### config.mk
export PLATFORM = sky130hd
export DESIGN_NAME = clock_period_meter
export DESIGN_NICKNAME = d
export VERILOG_FILES = /design/src/rtl/clock_period_meter.sv
export SDC_FILE = /design/constraint.sdc
export NUM_CORES = 1
export LEC_CHECK = 0
export CAP_MARGIN = 20
export CORE_MARGIN = 5
export CORE_UTILIZATION = 51
export DETAILED_ROUTE_END_ITERATION = 16
export PLACE_DENSITY = 0.79
export SETUP_SLACK_MARGIN = 0.1
export SLEW_MARGIN = 20
export SYNTH_ARGS = -nofsm -noshare
export SYNTH_HDL_FRONTEND = slang
export SYNTH_SLANG_ARGS = --single-unit
export TNS_END_PERCENT = 30
### constraint.sdc
create_clock -name clk -period 3.45 [get_ports clk]
set_input_delay 0.69 -clock clk [delete_from_list [all_inputs] [get_ports clk]]
set_output_delay 0.69 -clock clk [all_outputs]
set_load 0.01 [all_outputs]
### src/rtl/clock_period_meter.sv
// ============================================================================
// Module   : clock_period_meter
// Brief    : Measures the half-period of a slow asynchronous square wave in
//            clk cycles, recovers the scaler value, and flags lock and loss.
// Revision : 1.0
// ============================================================================
`default_nettype none

module clock_period_meter #(
  parameter int COUNT_WIDTH = 32,
  parameter int SYNC_STAGES = 2,
  parameter int LOCK_COUNT  = 4
) (
  input  logic                   clk,
  input  logic                   rst,
  input  logic                   sig_in,
  output logic [COUNT_WIDTH-1:0] half_period,
  output logic [COUNT_WIDTH-1:0] scaler_est,
  output logic                   meas_valid,
  output logic                   locked,
  output logic                   timeout
);

  localparam int c_match_w = $clog2(LOCK_COUNT + 1);
  localparam logic [COUNT_WIDTH-1:0] c_cnt_max  = {COUNT_WIDTH{1'b1}};
  localparam logic [COUNT_WIDTH-1:0] c_cnt_near = {{(COUNT_WIDTH-1){1'b1}}, 1'b0};
  localparam logic [COUNT_WIDTH-1:0] c_one      = {{(COUNT_WIDTH-1){1'b0}}, 1'b1};
  localparam logic [c_match_w-1:0]   c_match_one  = c_match_w'(1);
  localparam logic [c_match_w-1:0]   c_match_lock = c_match_w'(LOCK_COUNT);

  typedef enum logic [1:0] {
    IDLE    = 2'd0,
    MEASURE = 2'd1,
    LOCKED  = 2'd2
  } state_e;

  state_e                   state_q, state_d;
  logic [SYNC_STAGES-1:0]   sync_q;
  logic                     sync_prev_q;
  logic [COUNT_WIDTH-1:0]   cnt_q, cnt_d;
  logic [COUNT_WIDTH-1:0]   half_period_q, half_period_d;
  logic [COUNT_WIDTH-1:0]   scaler_est_q, scaler_est_d;
  logic                     meas_valid_q, meas_valid_d;
  logic                     locked_q, locked_d;
  logic                     timeout_q, timeout_d;
  logic [c_match_w-1:0]     match_q, match_d;
  logic                     first_q, first_d;

  logic                     w_edge;
  logic                     w_sat;
  logic [COUNT_WIDTH:0]     w_meas_wide;
  logic [COUNT_WIDTH-1:0]   w_meas;
  logic [c_match_w-1:0]     w_match_next;

  always_ff @(posedge clk) begin
    if (rst) begin
      sync_q      <= '0;
      sync_prev_q <= 1'b0;
    end else begin
      sync_q      <= {sync_q[SYNC_STAGES-2:0], sig_in};
      sync_prev_q <= sync_q[SYNC_STAGES-1];
    end
  end

  assign w_edge      = sync_q[SYNC_STAGES-1] ^ sync_prev_q;
  assign w_meas_wide = {1'b0, cnt_q} + {{COUNT_WIDTH{1'b0}}, 1'b1};
  assign w_meas      = w_meas_wide[COUNT_WIDTH] ? c_cnt_max : w_meas_wide[COUNT_WIDTH-1:0];
  // Counter hits all-ones on this cycle's increment (or already sits there).
  assign w_sat       = (cnt_q >= c_cnt_near);

  always_comb begin
    state_d       = state_q;
    half_period_d = half_period_q;
    scaler_est_d  = scaler_est_q;
    meas_valid_d  = 1'b0;
    locked_d      = locked_q;
    timeout_d     = timeout_q;
    match_d       = match_q;
    first_d       = first_q;
    w_match_next  = c_match_one;

    if (w_edge) begin
      cnt_d = '0;
    end else if (cnt_q != c_cnt_max) begin
      cnt_d = cnt_q + c_one;
    end else begin
      cnt_d = cnt_q;
    end

    if (!first_q && (w_meas == half_period_q)) begin
      w_match_next = match_q + c_match_one;
    end

    case (state_q)
      IDLE: begin
        if (w_edge) begin
          timeout_d = 1'b0;
          first_d   = 1'b1;
          match_d   = '0;
          state_d   = MEASURE;
        end
      end
      MEASURE: begin
        if (w_edge) begin
          half_period_d = w_meas;
          scaler_est_d  = w_meas - c_one;
          meas_valid_d  = 1'b1;
          first_d       = 1'b0;
          match_d       = w_match_next;
          if (w_match_next == c_match_lock) begin
            locked_d = 1'b1;
            state_d  = LOCKED;
          end
        end else if (w_sat) begin
          timeout_d = 1'b1;
          locked_d  = 1'b0;
          match_d   = '0;
          state_d   = IDLE;
        end
      end
      LOCKED: begin
        if (w_edge) begin
          half_period_d = w_meas;
          scaler_est_d  = w_meas - c_one;
          meas_valid_d  = 1'b1;
          if (w_meas != half_period_q) begin
            locked_d = 1'b0;
            match_d  = c_match_one;
            state_d  = MEASURE;
          end
        end else if (w_sat) begin
          timeout_d = 1'b1;
          locked_d  = 1'b0;
          match_d   = '0;
          state_d   = IDLE;
        end
      end
      default: begin
        state_d = IDLE;
      end
    endcase
  end

  always_ff @(posedge clk) begin
    if (rst) begin
      state_q       <= IDLE;
      cnt_q         <= '0;
      half_period_q <= '0;
      scaler_est_q  <= '0;
      meas_valid_q  <= 1'b0;
      locked_q      <= 1'b0;
      timeout_q     <= 1'b0;
      match_q       <= '0;
      first_q       <= 1'b0;
    end else begin
      state_q       <= state_d;
      cnt_q         <= cnt_d;
      half_period_q <= half_period_d;
      scaler_est_q  <= scaler_est_d;
      meas_valid_q  <= meas_valid_d;
      locked_q      <= locked_d;
      timeout_q     <= timeout_d;
      match_q       <= match_d;
      first_q       <= first_d;
    end
  end

  assign half_period = half_period_q;
  assign scaler_est  = scaler_est_q;
  assign meas_valid  = meas_valid_q;
  assign locked      = locked_q;
  assign timeout     = timeout_q;

endmodule

`default_nettype wire
Word level (Yosys, flattened, before mapping)
Cells that the tools add are included.
{"block": "totals", "register_bits": 108, "latchBits": 0, "ramBits": 0, "mem_bits_ro": 0, "inputBits": 3, "out_inout_bits": 67, "word_cells": 74, "n_memories": 0}
{"block": "classes", "addsub": 4, "mul": 0, "div": 0, "order_cmp": 1, "n_eq_ne": 12, "shifts": 0, "mux": 28, "bitwise": 2, "reduce_logical": 16}
{"cell": "$add A32 B1 Y33 const B", "count": 1}
{"cell": "$add A32 B1 Y32 const B", "count": 1}
{"cell": "$eq A32 B32 Y1", "count": 1}
{"cell": "$ge A32 B32 Y1 const B", "count": 1}
{"cell": "$mux W32", "count": 1}
{"cell": "$ne A32 B32 Y1", "count": 1}
{"cell": "$ne A32 B32 Y1 const B", "count": 1}
{"cell": "$sub A32 B1 Y32 const B", "count": 1}
{"cell": "$mux W3", "count": 6}
{"cell": "$mux W2", "count": 6}
{"cell": "$reduce_and A3 Y1", "count": 4}
{"cell": "$mux W1", "count": 10}
{"cell": "$pmux W3 S3", "count": 1}
{"cell": "$ne A2 B2 Y1 const B", "count": 3}
{"cell": "$ne A3 B3 Y1 const B", "count": 2}
{"cell": "$pmux W1 S2", "count": 3}
{"cell": "$pmux W2 S3", "count": 1}
{"cell": "$reduce_bool A2 Y1", "count": 3}
{"cell": "$reduce_or A2 Y1", "count": 3}
{"cell": "$reduce_and A4 Y1", "count": 1}
{"cell": "$add A3 B1 Y3 const B", "count": 1}
{"cell": "$eq A3 B3 Y1 const B", "count": 1}
{"cell": "$reduce_bool A3 Y1", "count": 1}
{"cell": "$eq A2 B1 Y1 const B", "count": 1}
{"cell": "8 further kinds", "count": 8}

Logic depth before layout (Yosys ltp)
{"block": "depth", "ltp_word": 9, "depth_mapped": 16, "mapped_depth_nobuf": 13}

Least setup slack after synthesis
OpenSTA, ideal clock, no wires.
{"block": "synth_path", "path_kind": "reg-to-reg", "from": "register cnt_q[0]", "to": "register locked_q (netlist: locked)", "setup_time_ns": 0.103, "t_arrival_ns": 3.677, "required_time_ns": 3.347, "path_slack_ns": -0.330, "stages_incl_launch_ff": 14, "path_buffers": 2, "synth_period_minus_slack_ns": 3.780, "path_cell_list": "dfxtp_1 -> ha_1 -> nand3_1 -> buf_4 -> nor4_2 -> buf_4 -> nand4_1 -> o21bai_1 -> o22a_1 -> o2111ai_1 -> or4_4 -> o41a_1 -> or2_1 -> a2111oi_2"}
{"block": "synth_between", "elab_chain_len": 8, "word_cells_on_any_way": 15, "classes_between": "add/sub (1); order compare (1); eq/ne (5); mux (6); reduce/logical (2)"}
{"element": "from (decl)", "line_no": "40", "source": "logic [COUNT_WIDTH-1:0] cnt_q, cnt_d;"}
{"element": "from (signal assigned)", "line_no": "157", "source": "cnt_q <= cnt_d;"}
{"element": "$add A32 B1 Y33", "line_no": "66", "source": "assign w_meas_wide = {1'b0, cnt_q} + {{COUNT_WIDTH{1'b0}}, 1'b1};"}
{"element": "$mux W32", "line_no": "67", "source": "assign w_meas = w_meas_wide[COUNT_WIDTH] ? c_cnt_max : w_meas_wide[COUNT_WIDTH-1:0];"}
{"element": "$eq A32 B32 Y1", "line_no": "90", "source": "if (!first_q && (w_meas == half_period_q)) begin"}
{"element": "$logic_and A1 B1 Y1", "line_no": "90"}
{"element": "$mux W3", "line_no": "90"}
{"element": "$eq A3 B3 Y1", "line_no": "110", "source": "if (w_match_next == c_match_lock) begin"}
{"element": "$ne A3 B3 Y1 (no line)"}
{"element": "$reduce_and A3 Y1 (no line)"}
{"element": "to (signal assigned)", "line_no": "161", "source": "locked_q <= locked_d;"}
{"element": "to (decl)", "line_no": "44", "source": "logic locked_q, locked_d;"}
Parallel ways exist; a longest one is shown, timed or not.
A chain may end at the register's enable or synchronous reset.

Worst setup path in the final report
{"block": "layout_path", "from": "register cnt_q[1]", "to": "register state_q[1]"}
{"block": "layout_between", "elab_chain_len": 8, "word_cells_on_any_way": 15, "classes_between": "add/sub (1); order compare (1); eq/ne (5); mux (6); reduce/logical (2)"}
{"element": "$add A32 B1 Y33", "line_no": "66"}
{"element": "$mux W32", "line_no": "67"}
{"element": "$eq A32 B32 Y1", "line_no": "90"}
{"element": "$logic_and A1 B1 Y1", "line_no": "90"}
{"element": "$mux W3", "line_no": "90"}
{"element": "$eq A3 B3 Y1", "line_no": "110"}
{"element": "$ne A3 B3 Y1 (no line)"}
{"element": "$reduce_and A3 Y1 (no line)"}
{"element": "to (signal assigned)", "line_no": "156", "source": "state_q <= state_d;"}
{"element": "to (decl)", "line_no": "37", "source": "state_e state_q, state_d;"}
Parallel ways exist; a longest one is shown, timed or not.

==> impl_metrics.yaml <==
setup_path:
  cp_common_cell: "or4_4"
  cp.arrival_ps: 3820
  cp_max_fo: 4
  end_kind: "flip-flop"
  reg2reg_slack_ps: -140
  critPathLaunchType: "flip-flop"
  slowest_stage: "or4_4"
  crit_type: "flip-flop to flip-flop"
  worstSetupStartpoint: "cnt_q[1]"
  rr_worst_depth: 12
  crit_chain: "ha_4, nand3_4, or4_4, o31ai_2, xor2_1, a311oi_2, nand3_1, or4_4, buf_6, or4_4, o211ai_1, nand3_1"
  cp_slowest_stage_delay_ps: 570
  cp-endpoint: "state_q[1]"
  worst-endpoint-required_ps: 3690
  r2r-start: "cnt_q[1]"
  rr_endpoint: "state_q[1]"
grt:
  grt_first_pass_wirelength_um: 36600
  antenna_found_initial: 0
  grt_overflow: 0
  grt_max_degree: 61
  grt.total_usage: 0.322
  grt_pass1_vias: 6699
timing:
  period_needed_ps: 3590
  setup_violations: 5
  relSlewSlack: 0.338
  hold_viol_final: 0
  worst_pin_slew_ps: 990
  finalMaxSlewViolations: 0
  holdWs_ps: 451
  skew_ps: 9.90
  layout_setup_ws_ps: -136
  fin_crit_sh: 1.04
  rsz0062_at_grt: "yes"
  fmax_mhz: 279
placed_design:
  portBuffers: 69
  place_inst: 1102
  dp.final_hpwl_um: 17900
  gp_congestion: 1.02
  placed_cell_area_mm2: 0.00800
  pre_cts_slack_ps: -302
floorplan:
  dieHeight_um: 121
  dieArea_mm2: 0.0145
  num_rows: 40
  core-area_mm2: 0.0120
  die_x_um: 121
  io_pins: 70
  start_util: 0.519
synthesis:
  synth_edf_count: 0
  synth_top_area_frac: 0.347
  syn_area_mm2: 0.00624
  yosys_warnings: 0
  synth-main-ff-cell: "dfxtp_1"
  synth_cell_types: 80
  synth-seq-area-share: 0.347
  synth_top_area_cell: "dfxtp_1"
  syn_inst: 799
  synth-async-reset-ratio: 0
  synth_fp_nets: 810
  yosys-top-cells-area: "dfxtp_1, nor2_1, xnor2_1"
  synth_area_per_cell_um2: 7.81
  ys_ff_latch: 108
clock_tree:
  cts_made_buffers: 9
  cts_tree: "yes"
  hold_buffers: 0
  clockRootBuffer: "clkbuf_16"
  clk_latency_ps: 360
  clockBufferDepth: 2
  clk_pin_slew_worst_paths_ps: 70
  htreeDepth: 3
  cts_sinks: 108
power_and_ir_drop:
  internal_power_mw: 2.04
  max-vdd-ir-drop_mv: 0.328
  p_switching_mw: 0.771
  p_seq_frac: 0.461
  pwr-share-comb: 0.156
  swShare: 0.274
  clockPowerShare: 0.383
  leakage_nw: 3.28
  pwr_density_cell_mw_per_mm2: 322
final_layout:
  area_growth_pct: 40.2
  layout-drive-gt1-share: 0.267
  num_antenna_cells: 0
  fin_area_mm2: 0.00874
  layout.cells.most_common_list: "buf_4, nor2_1, dfxtp_1"
  stdcell_count: 1127
  layout.nets: 987
  final_common_cell: "buf_4"
  utilization: 0.728
detailed_routing:
  post-route-drc-count: 0
  avgViaCountPerCell: 6.15
  highest_layer: "met4"
  wl_met2_um: 10900
  ant_nets: 0
  wl_um: 23500
  met3WireLength_um: 1550
  dr.pass1.iters: 5
  wire_per_inst_um: 20.9
  drt_iter0_drc: 694
  vias: 6936
  wl_met1_um: 10500
status:
  violations: "negative setup slack"
  outcome: "finished with violations"
run:
  maxCapViolCount: 0
hold_path:
  min_path_cells: 1
  hold_path_class: "flip-flop to flip-flop"
-- critical path: cells and delay by family, from the launching register on --
kind | cells | cell delay, ps
buffers and inverters | 1 | 150
AOI/OAI and AO/OA | 3 | 720
and+or+nand+nor | 6 | 1960
DFF | 1 | 370
adders and majority gates | 1 | 140
xor gates and xnor gates | 1 | 140
-- cell type report --
cell class | instances | area (um^2)
Multi-Input combinational cell | 622 | 4150
Fill cell | 914 | 3270
Sequential cell | 108 | 2190
Timing Repair Buffer | 222 | 1870
Clock buffer | 9 | 225
Tap cell | 147 | 184
Clock inverter | 6 | 80.1
Inverter | 13 | 48.8
-- metal layers --
metal | global-route usage | vias to the layer above
li1 | - | 3228
met1 | 0.429 | 3362
met5 | 0 | -
met4 | 0.110 | 0
met2 | 0.513 | 300
met3 | 0.0730 | 46
-- flip-flops by register name (all words and copies together) (netlist names) --
signal	cells
cnt_q	32
half_period	32
scaler_est	32
match_q	3
state_q	2
sync_q	2
first_q	1
locked	1
meas_valid	1
sync_prev_q	1
timeout	1
-- cell families (layout without fill, tap and decap cells) --
kind of cell             Yosys count  in the layout  synth area share
adder cells (fa/ha/maj)            8              8            0.0160
AO/OA/AOI/OAI                    192            192             0.204
flip-flops                       108            108             0.347
XOR/XNOR                          58             58            0.0814
buffers and inverters             69            250            0.0463
multiplexers                       6              6           0.00963
AND/OR/NAND/NOR                  358            358             0.296
-- worst min path at each step --
stage	end	slack [ps]	from
3_5_place_dp	sync_q[1]	430	sync_q[0]
2_1_floorplan	sync_q[1]	410	sync_q[0]
4_1_cts	sync_q[1]	460	sync_q[0]
6_report	sync_q[1]	450	sync_q[0]
3_3_place_gp	sync_q[1]	420	sync_q[0]
5_1_grt	sync_q[1]	460	sync_q[0]
-- Yosys cell counts (3+ instances only) --
cell type  number
o21ai_0        38
o21a_1          6
xnor2_1        39
clkbuf_1       43
ha_1            8
o31ai_1         4
nor2b_1        10
inv_1          13
or3_1           7
nand2b_1        5
or2_2           3
and4_1          7
o22ai_1         3
a211oi_1       27
dfxtp_1       108
nand3_1        27
nor3b_1         5
a311oi_1        5
a21oi_1        52
xor2_1         19
a22oi_1         3
o211ai_1        6
mux2i_1         6
and2_1         12
nor3_1         23
nand4_1        18
or4_1           4
buf_4           4
o2111ai_1       3
nor2_1        109
buf_2           5
and3_1          7
nand2_1        83
a31oi_1        14
nor4_1         12
-- metrics by stage --
| step | total power, mW | TNS, ps |
|---|---|---|
| detailed placement | 1.71 | -1190 |
| finish | 2.81 | -445 |
| floorplan | 1.54 | -6.18 |
| CTS | 2.79 | -417 |
| global route | 2.91 | -1210 |
| global placement | 1.70 | -1150 |
-- timing repair --
| action | in CTS | in global routing |
|---|---|---|
| endpoints found under the hold margin | 0 | 0 |
| endpoints found under the setup margin | 8 | 17 |
| buffers inserted | 6 | 4 |
| pin swaps | 17 | 16 |
| resized for setup | 37 | 45 |
-- power groups by stage --
stage	Combinational, mW	Sequential [mW]	Clock, mW
2_1_floorplan	0.213	1.33	0
3_3_place_gp	0.373	1.32	0
3_5_place_dp	0.383	1.32	0
4_1_cts	0.408	1.30	1.09
5_1_grt	0.468	1.30	1.14
6_report	0.439	1.30	1.08
Note: power is estimated with default switching activity, not from simulation.
